`config.mk`:
```
export PLATFORM = sky130hd
export DESIGN_NAME = iter_divider_flat
export DESIGN_NICKNAME = d
export VERILOG_FILES = /design/src/rtl/div_pkg.sv /design/src/rtl/iter_divider_if.sv /design/src/rtl/div_step.sv /design/src/rtl/iter_divider.sv /design/src/flat_wrapper.sv
export SDC_FILE = /design/constraint.sdc
export NUM_CORES = 1
export LEC_CHECK = 0
export CORE_UTILIZATION = 26
export DETAILED_ROUTE_END_ITERATION = 16
export GPL_TIMING_DRIVEN = 0
export HOLD_SLACK_MARGIN = 0.05
export MAX_ROUTING_LAYER = met4
export PLACE_DENSITY = 0.51
export SYNTH_ARGS = -nofsm -noshare
export SYNTH_HDL_FRONTEND = slang
export SYNTH_SLANG_ARGS = --single-unit
```
`constraint.sdc`:
```
create_clock -name CLK -period 3 [get_ports CLK]
set_input_delay 0.6 -clock CLK [delete_from_list [all_inputs] [get_ports CLK]]
set_output_delay 0.6 -clock CLK [all_outputs]
set_load 0.02 [all_outputs]
```
`src/rtl/div_pkg.sv`:
```
// Shared types and constants for the iterative RV32M divide/remainder unit.
package div_pkg;

  typedef enum logic [1:0] {
    OpDiv  = 2'b00,
    OpDivu = 2'b01,
    OpRem  = 2'b10,
    OpRemu = 2'b11
  } div_op_e;

  typedef enum logic [1:0] {
    StIdle,
    StCalc,
    StFixup,
    StDone
  } div_state_e;

  localparam logic [31:0] IntMin = 32'h8000_0000;
  localparam logic [31:0] NegOne = 32'hFFFF_FFFF;

  function automatic logic is_signed_op(div_op_e op);
    return (op == OpDiv) || (op == OpRem);
  endfunction

endpackage

```
`src/rtl/iter_divider_if.sv`:
```
// Start/busy/done handshake and operand/result bus of the iterative divider.
interface iter_divider_if #(
  parameter int unsigned WIDTH = 32
);
  logic             StartE;
  logic [WIDTH-1:0] A;
  logic [WIDTH-1:0] B;
  logic [1:0]       DivControlE;
  logic             Busy;
  logic             Done;
  logic [WIDTH-1:0] DivResult;
  logic             DivByZero;

  modport master (
    output StartE, A, B, DivControlE,
    input  Busy, Done, DivResult, DivByZero
  );

  modport slave (
    input  StartE, A, B, DivControlE,
    output Busy, Done, DivResult, DivByZero
  );
endinterface

```
`src/rtl/div_step.sv`:
```
// One combinational radix-2 restoring division step.
module div_step #(
  parameter int unsigned WIDTH = 32
) (
  input  logic [WIDTH-1:0] rem_i,
  input  logic             msb_i,
  input  logic [WIDTH-1:0] divisor_i,
  output logic [WIDTH-1:0] rem_o,
  output logic             qbit_o
);
  logic [WIDTH:0] shifted;
  logic [WIDTH:0] diff;

  assign shifted = {rem_i, msb_i};
  // rem_i < divisor_i keeps the true difference inside (-2^WIDTH, 2^WIDTH), so the
  // top bit of a WIDTH+1-bit subtract is a correct borrow.
  assign diff    = shifted - {1'b0, divisor_i};
  assign qbit_o  = ~diff[WIDTH];
  assign rem_o   = qbit_o ? diff[WIDTH-1:0] : shifted[WIDTH-1:0];
endmodule

```
`src/rtl/iter_divider.sv`:
```
// Multi-cycle DIV/DIVU/REM/REMU unit: restoring divide on magnitudes plus sign fixup.
// Optional ITER_DIVIDER_EARLY_OUT_EN skips the dividend's leading zeros.
module iter_divider
  import div_pkg::*;
#(
  parameter int unsigned WIDTH = 32,
  parameter int unsigned CNT_W = 6
) (
  input logic          CLK,
  input logic          RST,
  iter_divider_if.slave bus
);
  localparam logic [WIDTH-1:0] MinVal  = {1'b1, {(WIDTH-1){1'b0}}};
  localparam logic [WIDTH-1:0] AllOnes = '1;

  div_state_e       state_q;
  div_op_e          op_q;
  logic [WIDTH-1:0] rem_q, quo_q, dvs_q, res_q;
  logic [CNT_W-1:0] cnt_q;
  logic             qneg_q, rneg_q, busy_q, done_q, dbz_q;

  div_op_e          op_in;
  logic             sgn_in;
  logic [WIDTH-1:0] mag_a, mag_b, dvd_init;
  logic [CNT_W-1:0] cnt_init;
  logic [WIDTH-1:0] step_rem, quo_fix, rem_fix, res_fix;
  logic             step_qbit;

  assign op_in  = div_op_e'(bus.DivControlE);
  assign sgn_in = is_signed_op(op_in);
  assign mag_a  = (sgn_in && bus.A[WIDTH-1]) ? -bus.A : bus.A;
  assign mag_b  = (sgn_in && bus.B[WIDTH-1]) ? -bus.B : bus.B;

`ifdef ITER_DIVIDER_EARLY_OUT_EN
  logic [CNT_W-1:0] lz;
  logic             lz_done;

  always_comb begin
    lz      = '0;
    lz_done = 1'b0;
    for (int i = WIDTH - 1; i >= 0; i--) begin
      if (!lz_done) begin
        if (mag_a[i]) lz_done = 1'b1;
        else          lz      = lz + CNT_W'(1);
      end
    end
  end

  // A zero dividend still runs one step so the datapath stays uniform.
  assign dvd_init = mag_a << lz;
  assign cnt_init = (lz == CNT_W'(WIDTH)) ? CNT_W'(1) : CNT_W'(WIDTH) - lz;
`else
  assign dvd_init = mag_a;
  assign cnt_init = CNT_W'(WIDTH);
`endif

  div_step #(
    .WIDTH(WIDTH)
  ) u_step (
    .rem_i    (rem_q),
    .msb_i    (quo_q[WIDTH-1]),
    .divisor_i(dvs_q),
    .rem_o    (step_rem),
    .qbit_o   (step_qbit)
  );

  // quo_q shifts the dividend out at the top while quotient bits enter at the bottom.
  assign quo_fix = qneg_q ? -quo_q : quo_q;
  assign rem_fix = rneg_q ? -rem_q : rem_q;
  assign res_fix = (op_q == OpRem || op_q == OpRemu) ? rem_fix : quo_fix;

  always_ff @(posedge CLK or negedge RST) begin
    if (!RST) begin
      state_q <= StIdle;
      op_q    <= OpDiv;
      rem_q   <= '0;
      quo_q   <= '0;
      dvs_q   <= '0;
      res_q   <= '0;
      cnt_q   <= '0;
      qneg_q  <= 1'b0;
      rneg_q  <= 1'b0;
      busy_q  <= 1'b0;
      done_q  <= 1'b0;
      dbz_q   <= 1'b0;
    end else begin
      done_q <= 1'b0;
      unique case (state_q)
        StIdle: begin
          if (bus.StartE) begin
            busy_q <= 1'b1;
            op_q   <= op_in;
            qneg_q <= sgn_in & (bus.A[WIDTH-1] ^ bus.B[WIDTH-1]);
            rneg_q <= sgn_in & bus.A[WIDTH-1];
            quo_q  <= dvd_init;
            dvs_q  <= mag_b;
            rem_q  <= '0;
            cnt_q  <= cnt_init;
            if (bus.B == '0) begin
              res_q   <= bus.DivControlE[1] ? bus.A : AllOnes;
              dbz_q   <= 1'b1;
              done_q  <= 1'b1;
              state_q <= StDone;
            end else if (sgn_in && bus.A == MinVal && bus.B == AllOnes) begin
              res_q   <= bus.DivControlE[1] ? '0 : MinVal;
              dbz_q   <= 1'b0;
              done_q  <= 1'b1;
              state_q <= StDone;
            end else begin
              state_q <= StCalc;
            end
          end
        end
        StCalc: begin
          rem_q <= step_rem;
          quo_q <= {quo_q[WIDTH-2:0], step_qbit};
          cnt_q <= cnt_q - CNT_W'(1);
          if (cnt_q == CNT_W'(1)) state_q <= StFixup;
        end
        StFixup: begin
          res_q   <= res_fix;
          dbz_q   <= 1'b0;
          done_q  <= 1'b1;
          state_q <= StDone;
        end
        StDone: begin
          busy_q  <= 1'b0;
          state_q <= StIdle;
        end
        default: state_q <= StIdle;
      endcase
    end
  end

  assign bus.Busy      = busy_q;
  assign bus.Done      = done_q;
  assign bus.DivResult = res_q;
  assign bus.DivByZero = dbz_q;
endmodule

```
`src/flat_wrapper.sv`:
```
// flat-port wrapper written by rule: the top's interface ports become plain ports
module iter_divider_flat import div_pkg::*;
#(
  parameter int unsigned WIDTH = 32,
  parameter int unsigned CNT_W = 6
)
  (CLK, RST, bus_StartE, bus_A, bus_B, bus_DivControlE, bus_Busy, bus_Done, bus_DivResult, bus_DivByZero);
  iter_divider_if #(.WIDTH(WIDTH)) bus_i ();
  input logic CLK;
  input logic RST;
  input wire logic [$bits(bus_i.StartE)-1:0] bus_StartE;
  input wire logic [$bits(bus_i.A)-1:0] bus_A;
  input wire logic [$bits(bus_i.B)-1:0] bus_B;
  input wire logic [$bits(bus_i.DivControlE)-1:0] bus_DivControlE;
  output wire logic [$bits(bus_i.Busy)-1:0] bus_Busy;
  output wire logic [$bits(bus_i.Done)-1:0] bus_Done;
  output wire logic [$bits(bus_i.DivResult)-1:0] bus_DivResult;
  output wire logic [$bits(bus_i.DivByZero)-1:0] bus_DivByZero;
  assign bus_i.StartE = bus_StartE;
  assign bus_i.A = bus_A;
  assign bus_i.B = bus_B;
  assign bus_i.DivControlE = bus_DivControlE;
  assign bus_Busy = bus_i.Busy;
  assign bus_Done = bus_i.Done;
  assign bus_DivResult = bus_i.DivResult;
  assign bus_DivByZero = bus_i.DivByZero;
  iter_divider #(.WIDTH(WIDTH), .CNT_W(CNT_W)) u_core (.CLK(CLK), .RST(RST), .bus(bus_i));
endmodule
```
Yosys cells after proc, flatten, opt, wreduce, memory -nomap -nowiden:

Index checks and enable logic that the tools add are counted.

* add/subtract/negate cells: 6
* multiply operators: 0
* divide/modulo/power cells: 0
* order comparisons: 0
* eq/ne operators: 12
* shift operators: 0
* muxes and demuxes: 33
* bitwise logic cells: 4
* reduce and logical (&&, ||, !) cells: 17

Operators with widths (count)
* $mux W32: 13
* $pmux W32 S2: 3
* $neg A32 Y32: 4
* $eq A32 B32 Y1 const B: 2
* $sub A33 B32 Y33: 1
* $logic_not A32 Y1: 1
* $pmux W6 S2: 1
* $eq A2 B2 Y1 const B: 5
* $mux W2: 4
* $pmux W2 S4: 1
* $reduce_and A2 Y1: 4
* $mux W1: 7
* $eq A6 B1 Y1 const B: 1
* $mux W6: 1
* $pmux W1 S2: 3
* $reduce_bool A2 Y1: 3
* $sub A6 B1 Y6 const B: 1
* $logic_and A1 B1 Y1: 4
* $logic_not A2 Y1: 2
* $ne A3 B1 Y1 const B: 1
* $reduce_and A3 Y1: 1
* $and A1 B1 Y1: 2
* $eq A2 B1 Y1 const B: 1
* $logic_or A1 B1 Y1: 2
* other kinds (4): 4

* flip-flop bits (word level): 143
* bits in latches: 0
* bits in writable memories: 0
* ROM bits: 0
* input port bits: 69
* output and inout port bits: 35
* logic and storage cells: 84
* memories: 0

Depth between registers and ports, before layout:

Gate-level depths: netlist of run 1.

* word-level depth: 8
* depth in mapped cells: 12
* depth with buffers taken out: 11

Hierarchy:

Synthesis of run 1 repeated with hierarchy kept, for this count alone.

* cells, all modules: 1356
* area, all modules: 11598.6 sq um

Modules (own cells, without submodules)
* iter_divider: times used 1, cells an instance 1050, area an instance 9247.6 sq um, sequential area each 3553.4 sq um
* div_step: times used 1, cells an instance 306, area an instance 2351.0 sq um, sequential area each 0.0 sq um

Worst setup path before layout of run 1:

No wires, ideal clock.

* path kind: register to register
* from: register u_core.quo_q[31]
* to: register u_core.rem_q[0]
* setup time: 0.082 ns
* arrival time: 2.828 ns
* slack: 0.090 ns
* cell stages (with the launch flop): 13
* period minus slack after synthesis: 2.910 ns
* cell sequence: dfrtp_1 inv_1 ha_1 fa_1 nand2b_1 a21oi_1 o21ai_1 a2111oi_4 o21ai_1 a211o_1 buf_6 mux2_1 o22ai_1

* longest elaborated chain between the ends: 3

Ends and longest elaborated chain
* start, declared: line iter_divider.sv:18 `logic [WIDTH-1:0] rem_q, quo_q, dvs_q, res_q;`
* start signal, assigned: line iter_divider.sv:95 `quo_q <= dvd_init;`
* start signal, assigned: line iter_divider.sv:116 `quo_q <= {quo_q[WIDTH-2:0], step_qbit};`
* $sub A33 B32 Y33: line div_step.sv:17 `assign diff = shifted - {1'b0, divisor_i};`
* $mux W32 (*): line div_step.sv:19 `assign rem_o = qbit_o ? diff[WIDTH-1:0] : shifted[WIDTH-1:0];`
* $pmux W32 S2 (*): line iter_divider.sv:88 `unique case (state_q)`
* end signal, assigned: line iter_divider.sv:115 `rem_q <= step_rem;`
* end, declared: line iter_divider.sv:18

Every way passes the cells marked *; elsewhere a longest branch is shown, timed or not.
A chain may end at the register's enable or synchronous reset.

Final worst setup path of run 1:

* from: input bus_A[27]
* to: register u_core.res_q[31] (netlist: u_core.bus.DivResult[31])

* longest elaborated chain between the ends: 5

Ends and longest elaborated chain
* start, declared: line flat_wrapper.sv:12 `input wire logic [$bits(bus_i.A)-1:0] bus_A;`
* $eq A32 B32 Y1: line iter_divider.sv:104 `end else if (sgn_in && bus.A == MinVal && bus.B == AllOnes) begin`
* $logic_and A1 B1 Y1 (2 in a row): line iter_divider.sv:104
* $ne A3 B1 Y1 (no source line)
* $reduce_and A3 Y1 (no source line)
* end signal, assigned: line iter_divider.sv:100 `res_q <= bus.DivControlE[1] ? bus.A : AllOnes;`
* end signal, assigned: line iter_divider.sv:105 `res_q <= bus.DivControlE[1] ? '0 : MinVal;`
* end signal, assigned: line iter_divider.sv:121 `res_q <= res_fix;`
* end, declared: line iter_divider.sv:18

No other way between the ends.

==> metrics.md, run 1 <==
| Metric | Value |
|---|---|
| Leak Pwr | `5.58 nW` |
| R2R setup slack | `-30 ps` |
| Via/cell ratio | `roughly 5.2` |
| Crit start category | `input port` |
| Register share of total power | `approximately two fifths` |
| Power, Total | `around 4.6 mW` |
| Final Max Slew Viols | `0` |
| Gpl congestion | `about 0.91` |
| Leading cell type in the layout, fill and taps excluded | `nand2_1` |
| Final ANT Viol Nets | `0` |
| Final period util | `101%` |
| Starting Density | `a little over a quarter` |
| Area of the mapped netlist | `between 0.01 and 0.015 sq mm` |
| Switch Pwr | `about 1.2 mW` |
| Final HPWL DP | `between 30000 and 40000 um` |
| Clock share of power | `between 40% and 50%` |
| Post-CTS Hold Fix Bufs | `0` |
| Mapped Cells | `1425` |
| Hold Violations, Final | `0` |
| Min Tclk post-route | `around 3000 ps` |
| Combinational share of power | `about 8%` |
| DIE HEIGHT | `~210 um` |
| Clk buf depth | `2` |
| Sw Share | `between 20 and 30%` |
| Worst slew pin tran | `~960 ps` |
| Clock root buffer | `clkbuf_16` |
| Post-route DRC | `0` |
| Final setup vio count | `12` |
| Vias in the first global route | `10.7k` |
| Final nets | `~1.7k` |
| Final setup margin | `-27.8 ps` |
| Syn-to-layout area delta | `29.2%` |
| Setup crit start | `bus_A[27]` |
| Crit end category | `register` |
| Most frequent cells in the layout | `nand2_1 (167), o21ai_0 (152), dfrtp_1 (129)` |
| First-pass GRT wire length | `about 66000 um` |
| IO buf count | `around 100` |
| CORE AREA | `~0.043 sq mm` |
| GRT Total Usage | `20.0%` |
| Reg2reg end | `u_core.rem_q[26]` |
| Setup CP Type | `input port to register` |
| Crit path arrival time | `around 3400 ps` |
| Int Pwr | `~3.4 mW` |
| CTS tree | `built` |
| Total grt overflow | `0` |
| Synth async-reset ratio | `100%` |
| Worst hold-check path type | `input port to async pin` |
| Die width | `211 um` |
| Failing checks | `setup timing` |
| Drt total wl | `about 43000 um` |
| Pin count of the biggest net entering global routing | `91` |
| Pwr Density | `between 300 and 400 mW/mm^2` |
| Die area | `~0.044 sq mm` |
| Worst reg2reg path depth | `13` |
| CTS buffer count | `17` |
| Fmax | `roughly 0.33 GHz` |
| Avg Inst Size Synth | `slightly below 8 sq um` |
| Max VDD drop | `roughly 0.3 mV` |
| Reg clk slew, reported paths | `~70 ps` |
| CP max FO | `6` |
| Seq cells post-synth | `roughly 140` |
| Worst-Skew Late Latency | `roughly 450 ps` |
| EDFF count, synth | `0` |
| Synth cell types | `between 70 and 80` |
| Synth warn | `0` |
| Std-Cell Rows | `76` |
| Post-synthesis sequential area ratio | `about a third` |
| RSZ-0062 raised after global routing | `true` |
| Layout Skew | `13.7 ps` |
| Routed length per instance | `about 20 um` |
| IO Count | `roughly 100` |
| Max Cap Viol | `0` |
| Data required time of the worst path | `between 3000 and 4000 ps` |
| Vias | `11.4k` |
| 1st-iter DRT viols | `slightly below 1k` |
| CTS HTree Levels | `4` |
| Status | `finished, violations left` |
| Sink Count | `142` |
| Post-synth net total | `about 1.5k` |
| Inserted Diodes | `0` |
| Worst r2r src | `u_core.dvs_q[0]` |
| Setup TNS | `-182 ps` |
| Drt first pass iters | `5` |
| Initial antenna violation count | `0` |
| Rel. slew slack | `around 35%` |
| Ys flop type | `dfrtp_1` |
| Layout cell share with drive strength beyond 1 | `12.3%` |
## flip-flops by register name, indices dropped and copies added (netlist names)
signal	flops
u_core.rem_q	32
u_core.rneg_q	1
u_core.bus.Busy	1
u_core.quo_q	32
u_core.bus.DivResult	32
u_core.dvs_q	32
u_core.bus.DivByZero	1
u_core.qneg_q	1
u_core.cnt_q	6
u_core.bus.Done	1
u_core.state_q	2
u_core.op_q	1
## synthesized netlist by cell type, types with 6 or more instances
library cell,number,area (sq um)
o41ai_1,15,131
o211ai_1,16,120
a31oi_1,17,106
nor2_1,117,439
o21a_1,6,45.0
ha_1,43,538
a21o_1,16,120
or3_1,14,87.6
o31ai_1,22,165
xnor2_1,86,753
mux2i_1,31,310
nand3_1,25,125
nor4_1,13,81.3
xor2_1,58,508
or4_1,13,97.6
dfrtp_1,142,3550
nor3b_1,6,45.0
nor2b_1,7,43.8
nand4b_1,6,52.6
nor3_1,24,120
o22ai_1,9,56.3
nand2_1,168,631
inv_1,60,225
and2_1,8,50.1
a21boi_0,9,67.6
buf_2,10,50.1
a21oi_1,122,611
clkbuf_1,57,214
a211oi_1,8,60.1
nand4_1,15,93.8
and3_1,11,68.8
nand2b_1,17,106
o21ai_0,167,836
## repair_timing
item                                    in CTS  in global routing
pin swaps                                   17                 30
resized for setup                           78                 86
buffers inserted                            20                 16
cloned                                       0                  3
endpoints found under the setup margin      80                 79
## per-layer routing
metal / track usage (%) / wire [um] / up-vias
li1: - / - / 5413
met1: 28.6 / 21400 / 5572
met2: 29.3 / 18800 / 379
met3: 2.84 / 2450 / 40
met4: 4.92 / 748 / 0
met5: - / 0 / -
## how the worst max path moves through the flow
stage,endpoint,slack [ps],cells after the start
2_1_floorplan,u_core.rem_q[0],90,12
3_5_place_dp,u_core.bus.DivResult[24],-1770,9
4_1_cts,u_core.rem_q[16],-60,12
5_1_grt,u_core.rem_q[5],-130,13
6_report,u_core.bus.DivResult[31],-30,10
3_3_place_gp,u_core.dvs_q[18],-4920,1
## critical path: stages
cell and delay [ps]:
dlygate4sd2_1 310, or4_4 590, nor4_4 170, buf_6 170, nand4_1 300, nor3_4 370, o21ai_4 140, nand2_4 220
buf_4 150, mux2_2 320
## logic make-up after synthesis
kind of cell	Yosys count	synth area share (%)
and+or+nand+nor	472	20.4
AOI/OAI and AO/OA	453	24.4
xor gates and xnor gates	144	11.1
DFF	142	31.4
buffers and inverters	136	4.78
adders and majority gates	44	4.92
muxes	34	3.04
## cell type report
type | instances | area (sq um)
Buffer | 73 | 374
Clock buffer | 20 | 447
Clock inverter | 12 | 160
Fill cell | 4565 | 28400
Inverter | 60 | 225
Multi-Input combinational cell | 1148 | 7670
Sequential cell | 142 | 3570
Tap cell | 585 | 732
Timing Repair Buffer | 142 | 1460
## power by group through the flow
stage                     Combinational [mW]  Sequential (mW)  Clock (mW)
after floorplan                        0.126             1.95           0
after detailed placement               0.363             1.95           0
after CTS                              0.369             1.92        2.32
final                                  0.371             1.92        2.28
after global placement                 0.359             1.95           0
after global routing                   0.405             1.91        2.40
## metrics by stage
stage,hold slack (ps),cells,setup WS [ps],utilization [%],area (sq um)
2_1_floorplan,304,1425,89.5,-,11300
3_3_place_gp,466,2113,-4920,30.4,13100
3_5_place_dp,472,2114,-1770,30.5,13100
4_1_cts,113,2164,-62.0,32.9,14200
5_1_grt,137,2182,-135,34.0,14600
6_report,106,2182,-27.8,34.0,14600
No activity file was read; power rests on OpenSTA's default activity.
==> run 2, diff against run 1 <==
- CAP_MARGIN: not set -> 0
==> results of run 2 <==
Final layout, timing and power as in run 1 (identical DEF).
==> RTL change (config.mk and constraints of run 1) <==
`CNT_W` is set to 6 in 2 places; all go to 12.
--- a/src/rtl/iter_divider.sv
+++ b/src/rtl/iter_divider.sv
@@ -6,3 +6,3 @@
   parameter int unsigned WIDTH = 32,
-  parameter int unsigned CNT_W = 6
+  parameter int unsigned CNT_W = 12
 ) (
--- a/src/flat_wrapper.sv
+++ b/src/flat_wrapper.sv
@@ -4,3 +4,3 @@
   parameter int unsigned WIDTH = 32,
-  parameter int unsigned CNT_W = 6
+  parameter int unsigned CNT_W = 12
 )
Function: same outputs for any inputs over 10 cycles, from zero or initial values and one cycle with RST low; that may be too few to reach the edited logic, so the function may still have changed.
==> RTL change against run 1 <==
The flow still finishes with violations (setup timing); hold slack lost 0.040 ns; synthesized area shrank 0.93%; setup slack lost 0.10 ns; first-iteration DRC count shrank 0.92%; wire length shrank 2.2%; final area grew 1.8%; sequential cell count grew 6; highest routed layer unchanged.
Power is left out: it rests on default switching activity, and per cell area and clock period it moved more than threefold.
==> RTL change: results (changes against run 1) <==
* WL final at 42,400 um (-2.2%)
* Routed vias/inst at 5.33 (+2.0%)
* Max-slew headroom at 0.385 (+0.0398)
* Fin Clk Skew at 0.0191 ns (+0.00541 ns)
* Tot GR Track Use at 0.201 (+0.00118)
* Hpwl dp at 32,400 um (-2.7%)
* Non-Filler Instances at 2,125 (-2.6%)
* Sequential fraction of the synthesis area at 0.330 (+0.0163)
* Fill cells at 4,395 (-3.7%)
* Critical Path AT at 3.44 ns (+0.08 ns)
* CP max stage delay at 0.57 ns (-0.02 ns)
* Final nets at 1,690 (-0.41%)
* Syn Nets at 1,511 (-1.8%)
* Routability congestion estimate at 0.932 (+2.1%)
* Final setup fails at 30 (+18)
* Number of instances in the placed design at 2,041 (-3.5%)
* Vias in the first global route at 11,300 (+5.0%)
* Hold_ws at 0.0663 ns (-0.0400 ns)
* Iter 0 DRT Violations at 974 (-0.92%)
* Status: finished with violations
* Share of cells above drive strength 1 at 0.157 (+0.0343)
* Area contributors post-synth: dfrtp_1 33%, o21ai_0 8.5%, xnor2_1 6.6%
* Pin count of the biggest net entering global routing at 88 (-3.3%)
* Setup WS post-layout at -0.133 ns (-0.105 ns)
* Failing checks: setup timing
RTL change: changes by cell type in the layout (fill, tap and decap cells not counted), moves of 10 or more:
cell | before | now
a21o_1 | 16 | 30
nor2_1 | 116 | 81
clkdlybuf4s50_1 | 86 | 76
a31oi_1 | 17 | 7
nor3_1 | 22 | 11
buf_4 | 32 | 51
a21oi_1 | 112 | 95
o21ai_1 | 16 | 33
RTL change: metal layers:
metal	track usage	vias up	part of all wire
met4	0.0657	0	0.022
met5	-	-	0
met3	0.0271	54	0.058
met1	0.275	5544	0.47
met2	0.304	361	0.45
li1	-	5374	-
RTL change: cells by family (layout without fill, tap and decap cells):
kind of cell	Yosys count	in the layout	synth area share
mux	31	31	0.0283
compound gates	478	479	0.258
flops	148	148	0.330
buf+inv	137	324	0.0471
fa+ha+maj	44	44	0.0497
xor+xnor	143	143	0.112
simple gates	417	417	0.175
RTL change: final cells by class:
class | instances | area share
well taps | 539 | 0.0452
flip-flops and latches | 148 | 0.250
multi-input cells | 1114 | 0.521
plain buffers | 75 | 0.0236
repair buffers | 164 | 0.109
inverters | 57 | 0.0144
clock inverters | 10 | 0.00747
clock buffers | 18 | 0.0295
RTL change: path summary, 6_finish.rpt:
kind	start	endpoint	cells past startpoint
setup / recovery	u_core.rem_q[11]	u_core.bus.DivResult[24]	8
min in group CLK	u_core.bus.DivResult[15]	u_core.bus.DivResult[15]	1
hold reg to reg	u_core.bus.DivResult[15]	u_core.bus.DivResult[15]	1
hold / removal	RST	u_core.dvs_q[14]	1
max in group asynchronous	RST	u_core.quo_q[18]	2
setup reg to reg	u_core.rem_q[11]	u_core.bus.DivResult[24]	8
RTL change: metrics by stage:
stage | setup WS, ns | instance area (sq um) | setup TNS, ns
final | -0.133 | 14900 | -2.43
after global routing | -0.250 | 14900 | -6.67
after CTS | -0.136 | 14400 | -0.771
after detailed placement | -1.61 | 13000 | -84.91
after global placement | -5.17 | 13000 | -846.33
after floorplan | 0.0261 | 11300 | 0
RTL change: timing repair:
item / CTS / global route
pin swaps: 32 / 37
cloned: 1 / 2
resized for setup: 152 / 116
buffers inserted: 40 / 18
setup endpoints to repair: 91 / 86
